$ cat src/rtl/dualmem_ctrl_pkg.sv
// dualmem_ctrl_pkg: shared types and constants for the dualmem word sequencer
//    state_t        : sequencer states
//    BYTES_PER_WORD : byte accesses per 32-bit word
//    BIDX_W         : width of the byte index within a word
package dualmem_ctrl_pkg;
   localparam int BYTES_PER_WORD = 4;
   localparam int BIDX_W = $clog2(BYTES_PER_WORD);
   typedef enum logic [1:0] {IDLE, BYTE, WAIT, RESP} state_t;
endpackage

$ cat src/rtl/dualmem_rr_arb2.sv
// dualmem_rr_arb2: two-input round-robin arbiter
//    clk, rst_n : clock, asynchronous active-low reset
//    req        : per-requester request
//    adv        : grant strobe, moves the pointer when a grant is issued
//    gnt        : one-hot grant (combinational)
//    ptr        : priority pointer, requester favoured on contention
module dualmem_rr_arb2 (
   input  logic       clk,
   input  logic       rst_n,
   input  logic [1:0] req,
   input  logic       adv,
   output logic [1:0] gnt,
   output logic       ptr
);
   always_comb gnt = (&req) ? (ptr ? 2'b10 : 2'b01) : req;
   // after a grant the other requester gets priority
   always_ff @(posedge clk or negedge rst_n)
      if (!rst_n) ptr <= 1'b0;
      else if (adv && |gnt) ptr <= gnt[0];
endmodule

$ cat src/rtl/dualmem_word_ctrl.sv
// dualmem_word_ctrl: serves 32-bit word requests from two masters via four byte accesses on one dualmem port
//    clk_i, rst_ni         : clock, asynchronous active-low reset
//    req_i/we_i/addr_i/wdata_i/be_i : per-requester request fields, sampled with gnt_o
//    gnt_o, rvalid_o, rdata_o       : grant pulse, completion pulse, read word
//    mem_en_o/mem_we_o/mem_addr_o/mem_wdata_o/mem_rdata_i : byte-wide RAM port
module dualmem_word_ctrl
   import dualmem_ctrl_pkg::*;
#(
   parameter int RWIDTH = 13
) (
   input  logic              clk_i,
   input  logic              rst_ni,
   input  logic [1:0]        req_i,
   input  logic [1:0]        we_i,
   input  logic [RWIDTH-3:0] addr_i [2],
   input  logic [31:0]       wdata_i [2],
   input  logic [3:0]        be_i [2],
   output logic [1:0]        gnt_o,
   output logic [1:0]        rvalid_o,
   output logic [31:0]       rdata_o,
   output logic              mem_en_o,
   output logic              mem_we_o,
   output logic [RWIDTH-1:0] mem_addr_o,
   output logic [7:0]        mem_wdata_o,
   input  logic [7:0]        mem_rdata_i
);
   state_t state, nstate;
   logic [BIDX_W-1:0] cnt;
   logic owner, we_q, take, busy, widx, ptr;
   logic [RWIDTH-3:0] addr_q;
   logic [31:0] wdata_q, rdata_q;
   logic [3:0] be_q;
   logic [1:0] agnt;
   assign take = (state == IDLE) || (state == RESP);
   assign busy = state == BYTE;
   assign widx = agnt[1];
   dualmem_rr_arb2 u_arb (
      .clk(clk_i),
      .rst_n(rst_ni),
      .req(req_i),
      .adv(take),
      .gnt(agnt),
      .ptr(ptr)
   );
   always_ff @(posedge clk_i or negedge rst_ni)
      if (!rst_ni) state <= IDLE;
      else state <= nstate;
   always_comb begin
      nstate = state;
      case (state)
         IDLE, RESP: nstate = |req_i ? BYTE : IDLE;
         BYTE: nstate = (cnt == BIDX_W'(BYTES_PER_WORD - 1)) ? WAIT : BYTE;
         WAIT: nstate = RESP;
         default: nstate = IDLE;
      endcase
   end
   always_comb begin
      gnt_o = (rst_ni && take) ? agnt : 2'b00;
      rvalid_o = (state == RESP) ? (owner ? 2'b10 : 2'b01) : 2'b00;
      rdata_o = (state == RESP && !we_q) ? rdata_q : 32'h0;
      mem_en_o = busy;
      mem_we_o = busy & we_q & be_q[cnt];
      mem_addr_o = busy ? {addr_q, cnt} : '0;
      mem_wdata_o = busy ? 8'(wdata_q >> {cnt, 3'b000}) : 8'h00;
   end
   // read bytes arrive one cycle after their access; shifting in from the top
   // leaves byte 0 in the low lane after the fourth capture
   always_ff @(posedge clk_i or negedge rst_ni)
      if (!rst_ni) begin
         cnt <= '0;
         owner <= 1'b0;
         we_q <= 1'b0;
         addr_q <= '0;
         wdata_q <= '0;
         be_q <= '0;
         rdata_q <= '0;
      end else begin
         if (|gnt_o) begin
            owner <= widx;
            we_q <= we_i[widx];
            addr_q <= addr_i[widx];
            wdata_q <= wdata_i[widx];
            be_q <= be_i[widx];
            cnt <= '0;
         end else if (busy) cnt <= cnt + 1'b1;
         if ((busy && cnt != '0) || state == WAIT) rdata_q <= {mem_rdata_i, rdata_q[31:8]};
      end
endmodule

$ cat config.mk
export PLATFORM = sky130hd
export DESIGN_NAME = dualmem_word_ctrl
export DESIGN_NICKNAME = d
export VERILOG_FILES = /design/src/rtl/dualmem_ctrl_pkg.sv /design/src/rtl/dualmem_rr_arb2.sv /design/src/rtl/dualmem_word_ctrl.sv
export SDC_FILE = /design/constraint.sdc
export NUM_CORES = 1
export LEC_CHECK = 0
export CAP_MARGIN = 0
export CORE_MARGIN = 3
export CORE_UTILIZATION = 45
export DETAILED_ROUTE_END_ITERATION = 8
export GPL_TIMING_DRIVEN = 0
export PLACE_DENSITY = 0.81
export RECOVER_POWER = 25
export SYNTH_ARGS = -nofsm -noshare
export SYNTH_HDL_FRONTEND = slang
export SYNTH_SLANG_ARGS = --single-unit
$ cat constraint.sdc
create_clock -name clk_i -period 2 [get_ports clk_i]
set_input_delay 0.5 -clock clk_i [delete_from_list [all_inputs] [get_ports clk_i]]
set_output_delay 0.5 -clock clk_i [all_outputs]
set_load 0.01 [all_outputs]
==> impl_metrics.json, run 1 <==
{
  "path_max_fanout": 6,
  "cts_sinks": 86,
  "synth.area.top_cells": "dfrtp_1 (47%), mux2_2 (7.5%), and2_1 (7.3%)",
  "cp-start-kind": "flip-flop",
  "routed_wirelength_um": 15600,
  "ys_seq_area_frac": 0.475,
  "cp_num_cells": 5,
  "numCtsBuffers": 9,
  "diodes": 0,
  "ctsRootBufferMaster": "clkbuf_8",
  "grt_usage": 0.250,
  "setup_viol": 59,
  "synth_common_cells": "dfrtp_1 (86), and2_1 (53), nor2_1 (52)",
  "cpPeakStageDelay_ns": 0.50,
  "yosys.area.top_type": "dfrtp_1",
  "grt_overflow_total": 0,
  "grt_pass1_wl_um": 22400,
  "syn_area_per_cell_um2": 9.92,
  "clk_pin_slew_ns": 0.09,
  "start_util": 0.464,
  "drive_above_1_share": 0.372,
  "slew_viol_final": 0,
  "final_util": 0.756,
  "vias_per_cell": 5.58,
  "die_h_um": 106,
  "relSlewSlack": 0.153,
  "crit_type": "reg -> out",
  "status": "finished with violations",
  "crit_top_cell": "buf_6",
  "reg2regPathDepth": 10,
  "hold_viol": 0,
  "ys.flop_type": "dfrtp_1",
  "fmax_mhz": 440,
  "drc_errors": 0,
  "total_power_mw": 10.8,
  "yosys.cell_count.top_type": "dfrtp_1",
  "cts_buffer_depth": 2,
  "dieArea_um2": 11300,
  "firstDrtPassIters": 5,
  "ys_async_sr_fraction": 1.00,
  "violations": "setup timing",
  "cts_tree": "built",
  "power_leakage_nw": 3.17,
  "whs_ns": 0.384,
  "syn_area_um2": 4530,
  "gp_congestion": 0.877,
  "core_um2": 9770,
  "synth_cell_types": 33,
  "htree_levels": 3,
  "cp-end-kind": "primary output",
  "finClkSkew_ns": 0.0119,
  "power.density_nw_per_um2": 1460,
  "grt_pass1_vias": 4465,
  "wl_per_cell_um": 19.3,
  "nNetsFinal": 783,
  "dp_hpwl_um": 10400,
  "arrival_ns": 1.77,
  "post-route-min-period_ns": 2.27,
  "ant_nets": 0,
  "io_pins": 167,
  "ir_drop_mv": 0.684,
  "ys_ff_latch": 86,
  "grt_setup_unrepaired": "yes",
  "syn2layout_area_growth_pct": 63.0,
  "synth_edf_count": 0,
  "drt_iter0_drc": 232,
  "io_buffers": 165,
  "synthCells": 457,
  "worst_slack_ns": -0.273,
  "min_period_over_period": 1.14,
  "synth_nets": 570,
  "grt_max_degree": 49,
  "critPathSlowestCell": "mux4_2",
  "clock_latency_ns": 0.35,
  "worst_slew_pin_slew_ns": 1.27,
  "row_count": 36,
  "antenna_found_initial": 0,
  "drv_cap": 0,
  "num_vias": 4502,
  "critical-path-top-delay-family": "multiplexers",
  "yosys_warnings": 0,
  "synth_top_area_share": 0.475,
  "path_cells": "buf_6, buf_12, mux4_2, and2_4, buf_6",
  "die_w_um": 106,
  "path_buf_inv": 3,
  "hold_class": "in -> async",
  "required_ns": 1.50
}
==> worst reg2reg max path: cells and delay by family, from the launching register on <==
family                   cells  cell delay (ns)
adder cells (fa/ha/maj)      1             0.11
AO/OA/AOI/OAI                1             0.28
buffers and inverters        7             0.80
multiplexers                 1             0.30
flip-flops                   1             0.41
==> stage by stage <==
step	cell area, µm²	std cells	worst slack [ns]	TNS [ns]
finish	7390	807	-0.273	-9.13
global route	7390	807	-0.327	-13.37
CTS	6730	784	-0.272	-8.57
detailed placement	6380	756	-0.916	-34.20
global placement	6350	755	-3.42	-401.64
floorplan	4530	457	0.248	0
==> per-layer routing <==
metal | wire length, µm | up-vias | part of all wire | global-route usage
li1 | - | 2040 | - | -
met2 | 8320 | 237 | 0.53 | 0.433
met1 | 5780 | 2189 | 0.37 | 0.307
met3 | 1030 | 36 | 0.066 | 0.0504
met4 | 447 | 0 | 0.029 | 0.0962
met5 | 0 | - | 0 | 0
==> path summary, 6_finish.rpt <==
check,startpoint,end,slack [ns]
worst max register to register,cnt[0],rdata_q[2],-0.01
max in group asynchronous,rst_ni,be_q[0],0.45
worst min register to register,rdata_q[1],rdata_q[1],0.53
worst max-delay path,cnt[0],mem_wdata_o[3],-0.27
min in group clk_i,req_i[1],wdata_q[0],0.52
worst min-delay path,rst_ni,rdata_q[31],0.38
==> power breakdown <==
part,internal (mW),total [mW],switching [mW],leakage [nW]
registers,2.65,3.34,0.688,0.978
logic,3.62,6.17,2.55,2.09
clock network,0.697,1.31,0.610,0.0994
total,6.97,10.8,3.85,3.17
==> timing repair <==
item                                    4_1_cts  5_1_grt
hold buffers                                  0        5
hold endpoints to repair                      0        3
gates resized for setup                     307      137
pin swaps                                    33       11
buffers inserted                             10       15
endpoints found under the setup margin       59       87
gates cloned                                  4        5
==> final cells by class <==
cell class                 instances  area (µm²)
clock buffer                      11         131
inverter                           8        32.5
sequential                        86        2150
buffer                            43         375
tap                              133         166
clock inverter                     4        72.6
multi-input combinational        319        2360
timing repair buffer             203        2100
fill                             671        2380
==> sequential cells by signal, summed over array words and instances (netlist names) <==
| signal | cells |
|---|---|
| u_arb.ptr | 1 |
| addr_q | 11 |
| cnt | 2 |
| state | 2 |
| rdata_q | 32 |
| owner | 1 |
| we_q | 1 |
| wdata_q | 32 |
| be_q | 4 |
==> logic make-up (layout without fill, tap and decap cells) <==
group | count (synthesis) | in the layout | share of synthesized area
xor+xnor | 1 | 1 | 0.00193
flops | 86 | 86 | 0.475
simple gates | 163 | 163 | 0.182
mux | 42 | 42 | 0.127
fa+ha+maj | 5 | 5 | 0.0138
compound gates | 108 | 108 | 0.136
buf+inv | 52 | 269 | 0.0643
==> cell usage in the layout, fill, tap and decap left out, drive strengths merged, types with 3 or more instances in the layout <==
master           n
a21oi            5
nand2            3
mux4             8
ha               5
nand3           49
nor2            52
buf            116
clkbuf          31
a31oi           49
o21ai           50
and2            54
dlygate4sd3      4
inv              8
mux2            32
dfrtp           86
clkdlybuf4s50  104
Note: power is estimated with default switching activity, not from simulation.
==> inputs of run 2 (changes only) <==
Settings changed: ABC_AREA set to 1, CORE_UTILIZATION 45 to 46, GPL_TIMING_DRIVEN 0 to not set.
==> run 2 against run 1 <==
The flow still finishes with violations (setup timing); critical path depth increased by 1; sequential share of layout area decreased by 0.37 points; cell count up 26%; global-route usage rose by 0.39 points; design area is 1.2% higher; register-to-register slack improved by 0.05 ns; worst hold slack better by 0.10 ns; total power fell by 8.0%; via count rose by 20%; combinational power decreased by 8.4%; critical endpoint is now rdata_o[29]; highest routed layer unchanged.
==> impl_metrics.json, run 2 <==
{
  "antenna_found_initial": 0,
  "firstDrtPassIters": 6,
  "grt_max_degree": 87,
  "fillers": 764,
  "diodes": 0,
  "final_cell_mix": "nand2_1 (238), nand3_1 (154), clkdlybuf4s50_1 (105), dfrtp_1 (86), inv_1 (51)",
  "yosys.area.top_type": "dfrtp_1",
  "dp_hpwl_um": 9960,
  "crit_type": "reg -> out",
  "fmax_mhz": 454,
  "yosys_warnings": 0,
  "slew_viol_final": 0,
  "drv_cap": 0,
  "arrival_ns": 1.70,
  "ctsRootBufferMaster": "clkbuf_8",
  "dieArea_um2": 12000,
  "final_common_cell": "nand2_1",
  "ys.flop_type": "dfrtp_1",
  "die_w_um": 110,
  "worst_slew_pin_slew_ns": 1.16,
  "clk_pin_slew_ns": 0.09,
  "path_buf_inv": 3,
  "power_leakage_nw": 3.81,
  "wl_met3_um": 1100,
  "post-route-min-period_ns": 2.20,
  "grt_pass1_wl_um": 24100,
  "r2r_setup_slack_ns": 0.04,
  "relSlewSlack": 0.228,
  "finClkSkew_ns": 0.0101,
  "routedLengthMet1_um": 6040,
  "drive_above_1_share": 0.221,
  "setup_tns_ns": -6.21,
  "core_um2": 10400,
  "power.density_nw_per_um2": 1330,
  "cp_num_cells": 6,
  "clock_latency_ns": 0.36,
  "cpPeakStageDelay_ns": 0.39,
  "yosys.cell_count.top_type": "nand2_1",
  "whs_ns": 0.487,
  "grt_usage": 0.254,
  "syn_area_per_cell_um2": 6.88,
  "path_cells": "ha_2, inv_2, or2_4, buf_16, nor2_1, buf_2",
  "seq_area_um2": 2150,
  "cp-end-kind": "primary output",
  "critical-path-top-delay-family": "flip-flops",
  "ir_drop_mv": 0.702,
  "drt_iter0_drc": 552,
  "hold_viol": 0,
  "cp-start-kind": "flip-flop",
  "required_ns": 1.50,
  "violations": "setup timing",
  "synth_cell_types": 19,
  "reg2regPathDepth": 11,
  "routed-wl-met2_um": 7930,
  "critPathSlowestCell": "dfrtp_1",
  "ys_ff_latch": 86,
  "drc_errors": 0,
  "post-place-ws_ns": -0.272,
  "ant_nets": 0,
  "synth_nets": 830,
  "wl_per_cell_um": 15.3,
  "vias_per_cell": 5.32,
  "ys_seq_area_frac": 0.436,
  "ys_async_sr_fraction": 1.00,
  "grt_pass1_vias": 5144,
  "hold_buffers": 0,
  "row_count": 37,
  "start_util": 0.476,
  "numCtsBuffers": 9,
  "worstReg2RegStart": "state[1]",
  "syn_area_um2": 4930,
  "path_max_fanout": 8,
  "gp_congestion": 0.891,
  "synthCells": 717,
  "routed_wirelength_um": 15600,
  "top_layer": "met4",
  "io_pins": 167,
  "grt_overflow_total": 0,
  "min_period_over_period": 1.10,
  "synth_top_area_share": 0.436,
  "htree_levels": 3,
  "synth_common_cells": "nand2_1 (252), nand3_1 (155), dfrtp_1 (86)",
  "synth.area.top_cells": "dfrtp_1 (44%), nand2_1 (19%), nand3_1 (16%)",
  "io_buffers": 166,
  "cts_tree": "built",
  "multi_input_area_um2": 2560,
  "die_h_um": 110,
  "cts_buffer_depth": 2,
  "worst_slack_ns": -0.202,
  "nNetsFinal": 992,
  "hold_class": "reg -> reg",
  "synth_edf_count": 0,
  "grt_setup_unrepaired": "yes",
  "cts_sinks": 86,
  "syn2layout_area_growth_pct": 51.5,
  "endpoint": "rdata_o[29]",
  "crit_path_start": "state[1]",
  "num_vias": 5424,
  "reg.largest.list": "rdata_q: 32 flops, wdata_q: 32 flops, addr_q: 11 flops",
  "status": "finished with violations",
  "r2r-end": "rdata_q[26]",
  "setup_viol": 52
}
run 2: per-stage QoR:
step / std cells / area [µm²] / utilization / total power [mW]
3_3_place_gp: 993 / 6730 / 0.649 / 7.16
2_1_floorplan: 717 / 4930 / - / 5.66
6_report: 1020 / 7470 / 0.721 / 9.95
3_5_place_dp: 993 / 6730 / 0.649 / 7.32
5_1_grt: 1020 / 7470 / 0.721 / 10.7
4_1_cts: 1018 / 7070 / 0.681 / 9.06
run 2: routing by layer:
metal,up-vias,global-route usage
met3,40,0.0505
met2,254,0.422
met4,0,0.108
met5,-,0
li1,2567,-
met1,2563,0.323
run 2: report_power, final:
part / internal, mW / switching [mW] / total, mW
sequential: 2.52 / 0.478 / 3.00
clock: 0.606 / 0.699 / 1.30
combinational: 2.42 / 3.23 / 5.65
run 2: area by class of cell:
class                           count  area share
Multi-Input combinational cell    502       0.343
Sequential cell                    86       0.288
Timing Repair Buffer              205       0.277
Inverter                           74      0.0403
Tap cell                          136      0.0228
Clock buffer                        9      0.0166
Clock inverter                      7      0.0116
Timing Repair inverter              1     0.00151
run 2: worst min-delay path, delay by kind of cell, from the launching register on:
| family | cells | cell delay, ns |
|---|---|---|
| flip-flops | 1 | 0.35 |
| AND/OR/NAND/NOR | 1 | 0.05 |
| AO/OA/AOI/OAI | 1 | 0.06 |
run 2: worst min path at each step:
stage	from	end	slack, ns	cells past startpoint
2_1_floorplan	rst_ni	addr_q[0]	0.20	0
3_3_place_gp	rdata_q[15]	rdata_q[7]	0.46	2
4_1_cts	rdata_q[19]	rdata_q[11]	0.49	2
5_1_grt	rdata_q[19]	rdata_q[11]	0.52	2
6_report	rdata_q[16]	rdata_q[8]	0.49	2
3_5_place_dp	rdata_q[19]	rdata_q[11]	0.47	2
run 2: cells by family (layout without fill, tap and decap cells):
logic type,count (synthesis),count (layout),synth area share
and+or+nand+nor,451,451,0.386
buffers and inverters,129,296,0.116
DFF,86,86,0.436
AOI/OAI and AO/OA,46,46,0.0489
adders and majority gates,5,5,0.0127
run 2: timing repair:
item,CTS,global route
pin swaps,3,5
resized for setup,307,99
gates cloned,3,1
setup buffers,6,2
endpoints found under the setup margin,109,100
==> inputs of run 3 (changes only) <==
Settings changed: ABC_AREA 1 to not set, CORE_MARGIN 3 to 5, CORE_UTILIZATION 46 to 45.
Clock period 2 ns to 2.2 ns, I/O delays scaled along.
==> run 3 against run 2 <==
The run still ends with setup timing left; combinational power down 18%; global-route usage down 3.3 points; clock power decreased by 4%; cell count fell by 25%; design area fell by 8.8%; core utilization decreased by 2.6 points; critical path type unchanged; largest cell class unchanged.
==> impl_metrics.json, run 3 (synthesis gave the netlist of run 1 again) <==
{
  "worst_slack_ns": -0.0816,
  "ir_drop_mv": 0.669,
  "status": "finished with violations",
  "crit_top_cell": "buf_6",
  "required_ns": 1.65,
  "final_cell_mix": "clkdlybuf4s50_1 (105), dfrtp_1 (85), nor2_1 (51), a31oi_1 (49), nand3_1 (48)",
  "fmax_mhz": 438,
  "die_w_um": 110,
  "die_h_um": 110,
  "grt_pass1_vias": 4253,
  "cts_sinks": 86,
  "gp_congestion": 0.844,
  "syn2layout_area_growth_pct": 50.5,
  "grt_pass1_wl_um": 20800,
  "crit_type": "reg -> out",
  "setup_viol": 10,
  "io_pins": 167,
  "critPathSlowestCell": "mux4_2",
  "total_power_mw": 8.82,
  "num_vias": 4121,
  "fillers": 760,
  "grt_max_degree": 87,
  "drv_cap": 0,
  "place_inst": 735,
  "min_period_over_period": 1.04,
  "grt_setup_unrepaired": "yes",
  "final_common_cell": "clkdlybuf4s50_1",
  "worst_slew_pin_slew_ns": 1.13,
  "arrival_ns": 1.73,
  "path_cells": "buf_6, buf_6, mux4_2, and2_4, buf_6",
  "power_leakage_nw": 2.90,
  "vias_per_cell": 5.35,
  "final_util": 0.695,
  "critical-path-top-delay-family": "multiplexers",
  "violations": "setup timing",
  "grt_overflow_total": 0,
  "ctsRootBufferMaster": "clkbuf_8",
  "wl_per_cell_um": 17.5,
  "cp-start-kind": "flip-flop",
  "dp_hpwl_um": 9260,
  "dieArea_um2": 12200,
  "io_buffers": 166,
  "cts_buffer_depth": 2,
  "hold_viol": 0,
  "reg.largest.list": "rdata_q: 32 flops, wdata_q: 32 flops, addr_q: 11 flops",
  "cts_tree": "built",
  "power.density_nw_per_um2": 1290,
  "stdcell_count": 770,
  "seq_area_um2": 2150,
  "numCtsBuffers": 9,
  "slew_viol_final": 0,
  "finClkSkew_ns": 0.0104,
  "cpPeakStageDelay_ns": 0.48,
  "diodes": 0,
  "clock_latency_ns": 0.34,
  "nNetsFinal": 745,
  "cp-end-kind": "primary output",
  "ant_nets": 0,
  "drc_errors": 0,
  "grt_usage": 0.221,
  "path_max_fanout": 5,
  "multi_input_area_um2": 2200,
  "start_util": 0.462,
  "firstDrtPassIters": 6,
  "hold_class": "reg -> reg",
  "row_count": 36,
  "routed_wirelength_um": 13500,
  "core_um2": 9820,
  "htree_levels": 3,
  "antenna_found_initial": 0,
  "relSlewSlack": 0.248,
  "post-route-min-period_ns": 2.28,
  "drive_above_1_share": 0.312,
  "clk_pin_slew_ns": 0.09,
  "path_buf_inv": 3,
  "drt_iter0_drc": 169
}
==> run 3: cell types whose count changed in the layout (fill, tap and decap cells not counted), moves of 16 or more <==
cell	before	now
mux2_2	0	30
inv_2	18	2
inv_1	51	6
and2_1	0	24
nand3_1	154	48
and2_4	0	29
nand2_1	238	3
nor2_1	14	51
a31oi_1	0	49
==> run 3: power by group <==
group | switching [mW] | internal [mW]
clock network | 0.573 | 0.679
logic | 1.96 | 2.66
registers | 0.546 | 2.41
==> run 3: what timing repair did <==
item / CTS / global route
pin swaps: 3 / 18
gates cloned: 3 / 2
hold buffers: 0 / 0
endpoints found under the setup margin: 59 / 50
setup buffers: 8 / 7
resized for setup: 234 / 89
==> run 3: final cells by class <==
| class | count | share of cell area |
|---|---|---|
| multi-input cells | 319 | 0.323 |
| clock buffers | 10 | 0.0202 |
| inverters | 8 | 0.00440 |
| flip-flops and latches | 86 | 0.316 |
| repair buffers | 208 | 0.299 |
| well taps | 133 | 0.0244 |
| clock inverters | 6 | 0.0136 |
==> run 3: final timing paths <==
kind / cells past startpoint / to / from / slack [ns]
min reg2reg: 1 / rdata_q[3] / rdata_q[3] / 0.50
min in group asynchronous: 2 / rdata_q[15] / rst_ni / 0.78
max in group asynchronous: 2 / cnt[0] / rst_ni / 0.65
max reg2reg: 7 / rdata_q[7] / state[0] / 0.26
max: 5 / mem_wdata_o[1] / cnt[0] / -0.08
min: 1 / rdata_q[3] / rdata_q[3] / 0.50
==> run 3: per-layer routing <==
metal / routed length (µm) / part of all wire / GRT usage
met2: 7080 / 0.52 / 0.392
met1: 5280 / 0.39 / 0.267
met5: 0 / 0 / 0
met3: 965 / 0.071 / 0.0553
met4: 171 / 0.013 / 0.0624
==> run 3: per-stage QoR <==
| stage | setup TNS, ns | hold slack (ns) | setup WS [ns] | instance area, µm² |
|---|---|---|---|---|
| detailed placement | -0.890 | 0.477 | -0.303 | 6350 |
| CTS | -0.857 | 0.497 | -0.131 | 6630 |
| floorplan | 0 | 0.254 | 0.398 | 4530 |
| global placement | -0.575 | 0.467 | -0.226 | 6350 |
| finish | -0.414 | 0.501 | -0.0816 | 6820 |
| global route | -2.98 | 0.527 | -0.147 | 6820 |
